## src/rtl/force_release_ctrl.sv

```systemverilog
// force_release_ctrl: masked force/release overlay with level, sticky, timed and deposit release modes
module force_release_ctrl #(
   parameter int WIDTH = 8,
   parameter int CNT_W = 16
) (
   input  logic             clk,
   input  logic             rst_n,
   input  logic [WIDTH-1:0] i_drv,
   input  logic             i_en,
   input  logic [WIDTH-1:0] i_val,
   input  logic [WIDTH-1:0] i_mask,
   input  logic [1:0]       i_mode,
   input  logic             i_release,
   input  logic [CNT_W-1:0] i_hold,
   output logic [WIDTH-1:0] o_q,
   output logic [WIDTH-1:0] o_forced,
   output logic             o_busy
);
   logic             en_d;
   logic [WIDTH-1:0] forced_r, fval_r, snap_r;
   logic [1:0]       mode_r;
   logic [CNT_W-1:0] cnt_r;
   logic             rise, fall, busy, rel_all;
   logic [WIDTH-1:0] dep_clr, forced_nxt, fval_nxt, snap_nxt;
   logic [CNT_W-1:0] cnt_nxt;
   always_comb begin
      rise = i_en & ~en_d;
      fall = ~i_en & en_d;
      busy = |forced_r;
      rel_all = (mode_r == 2'd0) ? fall
              : (i_release | (mode_r == 2'd2 && busy && cnt_r == CNT_W'(1)));
      dep_clr = (mode_r == 2'd3) ? (i_drv ^ snap_r) : '0;
      forced_nxt = (rel_all ? '0 : (forced_r & ~dep_clr)) | (rise ? i_mask : '0);
      fval_nxt = rise ? ((fval_r & ~i_mask) | (i_val & i_mask)) : fval_r;
      snap_nxt = rise ? ((snap_r & ~i_mask) | (i_drv & i_mask)) : snap_r;
      cnt_nxt = rise ? ((i_hold == '0) ? CNT_W'(1) : i_hold)
              : !busy ? '0
              : (mode_r == 2'd2) ? (i_release ? '0 : cnt_r - CNT_W'(1))
              : cnt_r;
   end
   always_ff @(posedge clk or negedge rst_n) begin
      if (!rst_n) begin
         en_d     <= 1'b0;
         forced_r <= '0;
         fval_r   <= '0;
         snap_r   <= '0;
         mode_r   <= 2'd0;
         cnt_r    <= '0;
      end else begin
         en_d     <= i_en;
         forced_r <= forced_nxt;
         fval_r   <= fval_nxt;
         snap_r   <= snap_nxt;
         mode_r   <= rise ? i_mode : mode_r;
         cnt_r    <= cnt_nxt;
      end
   end
   assign o_q      = (forced_r & fval_r) | (~forced_r & i_drv);
   assign o_forced = forced_r;
   assign o_busy   = |forced_r;
endmodule

```

## config.mk

```make
export PLATFORM = sky130hd
export DESIGN_NAME = force_release_ctrl
export DESIGN_NICKNAME = d
export VERILOG_FILES = /design/src/rtl/force_release_ctrl.sv
export SDC_FILE = /design/constraint.sdc
export NUM_CORES = 1
export LEC_CHECK = 0
export BUFFER_PORTS_ARGS = -buffer_cell sky130_fd_sc_hd__buf_2
export CAP_MARGIN = 25
export CORE_UTILIZATION = 50
export DETAILED_ROUTE_END_ITERATION = 10
export PLACE_DENSITY = 0.86
export SLEW_MARGIN = 10
export SYNTH_ARGS = -nofsm -noshare
export SYNTH_HDL_FRONTEND = slang
export SYNTH_SLANG_ARGS = --single-unit
```

## constraint.sdc

```tcl
create_clock -name clk -period 4.37 [get_ports clk]
set_input_delay 0.6555 -clock clk [delete_from_list [all_inputs] [get_ports clk]]
set_output_delay 0.6555 -clock clk [all_outputs]
set_load 0.01 [all_outputs]
```

* Word-level counts from Yosys, hierarchy flattened *
Index checks and enable logic that the tools add are counted.

word-level totals
  register bits after elaboration = 43
  bits in latches = 0
  memory bits (writable) = 0
  ROM bits = 0
  input port bits = 46
  output and inout bits = 17
  logic and storage cells = 45
  memories = 0

operators by class
  add/subtract/negate cells = 1
  multiply operators = 0
  divide/modulo/power cells = 0
  magnitude comparators = 0
  equal/unequal tests = 4
  shifts and indexed selects = 0
  mux-type cells = 9
  bitwise gates (word level) = 20
  reductions and logical operators = 5

operators by type and width
  cell                                                count
  2-to-1 mux 16 bit                                   5
  bitwise AND 8 bit                                   7
  bitwise OR 8 bit                                    4
  2-to-1 mux 8 bit                                    3
  NOT 8 bit                                           3
  == test 16 x 1 -> 1 bit, second input constant      1
  zero test 16 bit                                    1
  subtractor 16 x 1 -> 16 bit, second input constant  1
  OR reduction 8 bit                                  1
  XOR 8 bit                                           1
  == test 2 bit, second input constant                2
  != test 3 x 1 -> 1 bit, second input constant       1
  bitwise AND 1 bit                                   2
  logical AND 1 bit                                   2
  zero test 2 bit                                     1
  NOT 1 bit                                           2
  2-to-1 mux 1 bit                                    1
  bitwise OR 1 bit                                    1

* Logic depth before layout (Yosys ltp) *
Gate-level depths: netlist (run 1).

  depth after elaboration = 7
  gate-level depth with buffers = 7
  depth with buffers taken out = 6

* Worst setup path after synthesis (run 1) *
OpenSTA, ideal clock, no wires.

  path kind = reg-to-reg
  start point = register cnt_r[0]
  end point = register cnt_r[6]
  setup time = 0.126 ns
  arrival time = 1.717 ns
  required time = 4.244 ns
  path slack = 2.527 ns
  cell stages (with the launch flop) = 8
  path buffers = 1
  clock period less this slack = 1.843 ns
  path through = dfrtp_1 > inv_1 > ha_1 > or3b_2 > clkbuf_1 > nor3_1 > o21ai_0 > a221o_1

between the ends
  longest elaborated chain between the ends = 5

ends and longest elaborated chain
  element                          RTL line  text
  from (decl)                      22        logic [CNT_W-1:0] cnt_r;
  from (signal assigned)           55        cnt_r <= cnt_nxt;
  subtractor 16 x 1 -> 16 bit      38        : (mode_r == 2'd2) ? (i_release ? '0 : cnt_r - CNT_W'(1))
  2-to-1 mux 16 bit (2 in series)  38
  2-to-1 mux 16 bit                37        : !busy ? '0
  2-to-1 mux 16 bit                36        cnt_nxt = rise ? ((i_hold == '0) ? CNT_W'(1) : i_hold)

No other way between the ends. The select of a mux whose other input is x is not followed.
A chain may end at the register's enable or synchronous reset.

* Final worst setup path (run 1) *
  start point = register forced_r[0], in the netlist o_forced[0]
  end point = output port o_busy

between the ends
  longest elaborated chain between the ends = 1

ends and longest elaborated chain
  element                 RTL line  text
  from (decl)             20        logic [WIDTH-1:0] forced_r, fval_r, snap_r;
  from (signal assigned)  51        forced_r <= forced_nxt;
  OR reduction 8 bit      60        assign o_busy = |forced_r;
  to (decl)               17        output logic o_busy

No other way between the ends.

==> out/results.ini, run 1 <==
[clock_network]
cts_buffers=5
postCtsSetupBuffers=0
clkSinkCount=43
htree_levels=2
clkLatencyLatePin_ns=0.30
cts.clk_slew.worst_paths_ns=0.09
post_cts_resized=0
clockRootBuffer=clkbuf_8
postCtsHoldBufs=0
cts_tree=yes
ctsLongestPathBuffers=2

[timing]
fin_skew_ns=0.00412
period_needed_ns=2.24
slew_viol_final=0
relSlewSlack_pct=33.7
setup_slack_ns=2.13
rsz0062_at_grt=false
worst_pin_slew_ns=0.993
finalSetupViolCount=0
hold_viol=0
period_share_pct=51.3
setup_tns_ns=0
timing.fmax_mhz=446

[critical_path]
critical_path_arrival_ns=1.58
crit_required_ns=3.71
r2r-end=cnt_r[15]
critPathCapture=o_busy
cp_top_family=simple AND/OR/NAND/NOR gates
crit_start=o_forced[0]
path_buf_inv=1
timing.rr.start=mode_r[0]
path_class=flip-flop to output port
cp-start-kind=flip-flop
r2r_cells=4
slowest_delay_ns=0.49
worstPathCellList=nor4_4 -> nand2_1 -> buf_2
r2r_slack_ns=2.29
worstSetupEndpointType=output port
critPathSlowestCell=nor4_4
cp_max_fo=6
path_depth=3

[synth]
synth_ff_type=dfrtp_1
synth_nets=282
synth_area_per_cell_um2=10.6
synth_edf_count=0
synth_area_um2=2480
yosysTopAreaCell=dfrtp_1
ys_ff_latch=43
synth_warnings=0
synth_area_leaders=dfrtp_1, mux2_2, o21ai_0, o41a_1, nand2_1
yosysTopAreaCellShare_pct=43.3
yosys.cell_types.count=50
seq_area_frac_synth_pct=43.3
async_flop_share_pct=100
synthCells=234

[power]
power_density_nw_per_um2=454
internal_power_w=0.000835
power_switching_w=0.000503
seq_power_share_pct=44.9
pwr-share-comb_pct=34.6
p_leak_nw=1.26
swShare_pct=37.6
power.share.clock_pct=20.6
ir_worst_vdd_uv=198

[place]
place_area_um2=2830
hpwl_um=4520
port_buffers=62
dp.cells=352
dp_slack_ns=1.91
gp_congestion=0.900

[layout]
multi_input_area_um2=1330
antennaDiodeCount=0
area_delta_synth_final_pct=18.8
layout.nets=341
drive_above_1_share_pct=37.1
fillers=403
postLayoutCellArea_um2=2950
fin_util_pct=62.0
instances_no_fill=361
register_area_um2=1080

[routing]
wl_per_cell_um=17.2
routed_wirelength_um=6210
first_iter_violations=238
drc_errors=0
firstDrtPassIters=5
drt-vias-per-instance=6.20
postRouteAntennaNets=0
num_vias=2237

[floorplan]
io_pins=63
die_x_um=72.5
die_h_um=72.5
initial_core_util_pct=52.2
die_area_um2=5250
row_count=25
fp.coreArea_um2=4750

[global_route]
met3_usage_pct=6.25
gr-usage-met1_pct=35.2
grt_pass1_vias=2039
grtUsageTotal_pct=25.3
met2_usage_pct=38.6
grt_pass1_wl_um=10100
gr-max-usage-layer=met2
antenna_found_initial=0
grt.overflow.total=0
grt_max_degree=44

[run]
drv_cap=0

[status]
status=complete, no violations

[worst_hold_path]
hp-class=input pin to async pin

[synth_stat cells, types with 5 or more instances]
library cell and count:
dfrtp_1 43, o41a_1 8, nand2_1 19, nor3_1 9, o31ai_1 8, xnor2_1 8, inv_1 6, mux2_2 24
o21ai_0 20, nor4_1 7, o2bb2ai_1 5
[power groups by stage]
stage | Combinational [W] | Clock, W | Sequential, W
6_report | 0.000462 | 0.000275 | 0.000600
5_1_grt | 0.000507 | 0.000293 | 0.000615
4_1_cts | 0.000455 | 0.000276 | 0.000597
3_5_place_dp | 0.000453 | 0 | 0.000604
3_3_place_gp | 0.000446 | 0 | 0.000599
2_1_floorplan | 0.000336 | 0 | 0.000577
[worst reg2reg max path, stage by stage (launching register included)]
cell and delay, ns:
dfrtp_1 0.54, nand2b_1 0.31, a2111oi_2 0.72, a31o_2 0.26, a21boi_0 0.17
[layout by cell type (no fill, tap or decap), drive strengths merged, types with 2 or more instances in the layout]
| master | Yosys | layout |
|---|---|---|
| nand2 | 19 | 19 |
| o31ai | 8 | 8 |
| nand3 | 2 | 2 |
| nand2b | 2 | 2 |
| or4 | 3 | 3 |
| a21o | 3 | 3 |
| nor4 | 9 | 9 |
| inv | 6 | 6 |
| a221o | 4 | 4 |
| nor3 | 9 | 9 |
| clkbuf | 4 | 6 |
| a31oi | 2 | 2 |
| a21oi | 4 | 4 |
| dfrtp | 43 | 43 |
| a211o | 2 | 2 |
| a22oi | 4 | 4 |
| o41a | 8 | 8 |
| a32oi | 4 | 4 |
| nor2 | 5 | 5 |
| and3 | 2 | 2 |
| a211oi | 2 | 2 |
| o21ai | 20 | 20 |
| or3 | 2 | 2 |
| o2bb2ai | 5 | 5 |
| nor2b | 3 | 3 |
| buf | 8 | 64 |
| xnor2 | 8 | 8 |
| a31o | 3 | 3 |
| ha | 2 | 2 |
| mux2 | 24 | 24 |
[how the worst min path moves through the flow]
stage                    from         to  slack, ns
floorplan               rst_n  async pin       0.36
global placement    flip-flop  flip-flop       0.48
detailed placement  flip-flop  flip-flop       0.49
CTS                      i_en       en_d       0.50
global route            rst_n  cnt_r[14]       0.20
finish                  rst_n  cnt_r[15]       0.20
[metrics by stage]
stage	power (W)	hold slack, ns
after floorplan	0.000913	0.360
after global placement	0.00104	0.480
after detailed placement	0.00106	0.493
after CTS	0.00133	0.500
after global routing	0.00142	0.202
final	0.00134	0.200
[per-layer routing]
metal / up-vias / wire length (µm) / part of all wire [%]
li1: 1035 / - / -
met1: 1081 / 2710 / 44
met2: 107 / 2930 / 47
met3: 14 / 443 / 7.1
met4: 0 / 126 / 2.0
met5: - / 0 / 0
[cell families (layout without fill, tap and decap cells)]
family	count (synthesis)	in the layout	synth area share, %
multiplexers	24	24	10.9
XOR/XNOR	8	8	2.82
AO/OA/AOI/OAI	77	77	24.1
adder cells (fa/ha/maj)	2	2	1.01
flip-flops	43	43	43.3
buffers and inverters	18	78	3.17
AND/OR/NAND/NOR	62	62	14.7
[cell type report]
type                       count  share of cell area (%)
inverter                       6                   0.764
clock buffer                   6                    2.80
sequential                    43                    36.5
multi-input combinational    173                    45.1
tap                           67                    2.84
clock inverter                 2                   0.552
timing repair buffer          64                    11.5
Note: power is estimated with default switching activity, not from simulation.
==> inputs of run 2 (changes only) <==
- clock period: 4.37 -> 2.2 ns (I/O delays scaled with it)
==> out/results.ini, run 2 (same netlist as run 1, synthesis figures left out) <==
[global_route]
grt_pass1_wl_um=10100  ; -0.21%
grt.overflow.total=0  ; unchanged
antenna_found_initial=0  ; unchanged
grtUsageTotal_pct=24.7  ; -0.63 points
grt_max_degree=44  ; unchanged
grt_pass1_vias=2166  ; +6.2%

[power]
swShare_pct=36.8  ; -0.74 points
p_leak_nw=1.29  ; +2.0%
pwr-share-comb_pct=35.4  ; +0.8 points
internal_power_w=0.00167  ; +100%
power_switching_w=0.000977  ; +94%
power.share.clock_pct=20.0  ; -0.6 points
power_density_nw_per_um2=889  ; +96%
seq_power_share_pct=44.6  ; -0.3 points
ir_worst_vdd_uv=475  ; +140%

[floorplan]
die_h_um=72.5  ; unchanged
initial_core_util_pct=52.2  ; unchanged
io_pins=63  ; unchanged
die_x_um=72.5  ; unchanged
fp.coreArea_um2=4750  ; unchanged
row_count=25  ; unchanged
die_area_um2=5250  ; unchanged

[place]
hpwl_um=4430  ; -1.9%
place_area_um2=2880  ; +1.9%
dp_slack_ns=0.286  ; -1.62 ns
port_buffers=62  ; unchanged
gp_congestion=0.939  ; +4.3%

[critical_path]
crit_required_ns=2.42  ; -1.29 ns
cp_max_fo=7  ; +1
cp_top_family=simple AND/OR/NAND/NOR gates
worstPathCellList=inv_1 -> ha_1 -> or3b_2 -> nor2_2 -> a32oi_1 -> o2bb2ai_1
critical_path_arrival_ns=2.18  ; +0.60 ns
path_class=flip-flop to flip-flop
path_buf_inv=1  ; unchanged
slowest_delay_ns=0.53  ; +0.04 ns
worstSetupEndpointType=flip-flop
critPathSlowestCell=or3b_2
cp-start-kind=flip-flop

[clock_network]
cts_buffers=5  ; unchanged
cts.clk_slew.worst_paths_ns=0.08  ; about the same
htree_levels=2  ; unchanged
ctsLongestPathBuffers=2  ; unchanged
clkSinkCount=43  ; unchanged
postCtsSetupBuffers=0  ; unchanged
postCtsHoldBufs=0  ; unchanged
cts_tree=yes
clockRootBuffer=clkbuf_8
post_cts_resized=0  ; unchanged
clkLatencyLatePin_ns=0.29  ; about the same

[timing]
relSlewSlack_pct=51.1  ; +17 points
period_share_pct=89.2
setup_slack_ns=0.237  ; -1.89 ns
rsz0062_at_grt=false
hold_viol=0  ; unchanged
setup_tns_ns=0  ; unchanged
fin_skew_ns=0.0118  ; +0.00769 ns
slew_viol_final=0  ; unchanged
period_needed_ns=1.96
worst_pin_slew_ns=0.731  ; -0.262 ns
timing.fmax_mhz=510
finalSetupViolCount=0  ; unchanged

[routing]
firstDrtPassIters=6  ; +1
first_iter_violations=349  ; +47%
postRouteAntennaNets=0  ; unchanged
drc_errors=0  ; unchanged
drt-vias-per-instance=6.10  ; -1.5%
routed_wirelength_um=6080  ; -2.0%
num_vias=2239  ; +0.089%
wl_per_cell_um=16.6  ; -3.6%

[run]
drv_cap=0  ; unchanged

[status]
status=complete, no violations

[worst_hold_path]
hp-class=input pin to async pin

[layout]
drive_above_1_share_pct=38.3  ; +1.3 points
mostFrequentLayoutCells=buf_2, dfrtp_1, mux2_2
antennaDiodeCount=0  ; unchanged
final_common_cell=buf_2
postLayoutCellArea_um2=2980  ; +1.1%
area_delta_synth_final_pct=20.1
layout.nets=347  ; +1.8%

## run 2: final cells by class
cell class | instances | area (µm²)
Clock buffer | 6 | 82.6
Fill cell | 388 | 1770
Clock inverter | 2 | 16.3
Sequential cell | 43 | 1080
Tap cell | 67 | 83.8
Multi-Input combinational cell | 173 | 1330
Timing Repair Buffer | 70 | 370
Inverter | 6 | 22.5
## run 2: final timing paths
kind	start	end	slack [ns]	cells after the start
setup / recovery	cnt_r[0]	cnt_r[8]	0.24	6
hold / removal	rst_n	cnt_r[13]	0.09	2
setup reg to reg	cnt_r[0]	cnt_r[8]	0.24	6
hold reg to reg	flip-flop	flip-flop	0.51	1
max in group asynchronous	rst_n	cnt_r[3]	1.72	2
min in group clk	i_en	en_d	0.20	1
## run 2: power by group through the flow
stage	combinational (W)	sequential, W	clock [W]
floorplan	0.000668	0.00115	0
global placement	0.000906	0.00118	0
detailed placement	0.000921	0.00119	0
CTS	0.000927	0.00118	0.000537
global route	0.00104	0.00121	0.000576
finish	0.000940	0.00118	0.000530
## run 2: metal layers
layer / vias up / wire length (µm) / GRT usage, %
li1: 1050 / - / -
met1: 1072 / 2690 / 35.3
met2: 107 / 2860 / 37.3
met3: 10 / 444 / 5.28
met4: 0 / 81 / 8.06
met5: - / 0 / 0
## run 2: through the flow
step / utilization (%) / hold WS [ns] / power [W] / cells
floorplan: - / 0.0344 / 0.00181 / 234
global placement: 60.6 / 0.433 / 0.00208 / 359
detailed placement: 60.6 / 0.433 / 0.00211 / 359
CTS: 62.7 / 0.115 / 0.00264 / 367
global route: 62.7 / 0.137 / 0.00282 / 367
finish: 62.7 / 0.0933 / 0.00265 / 367
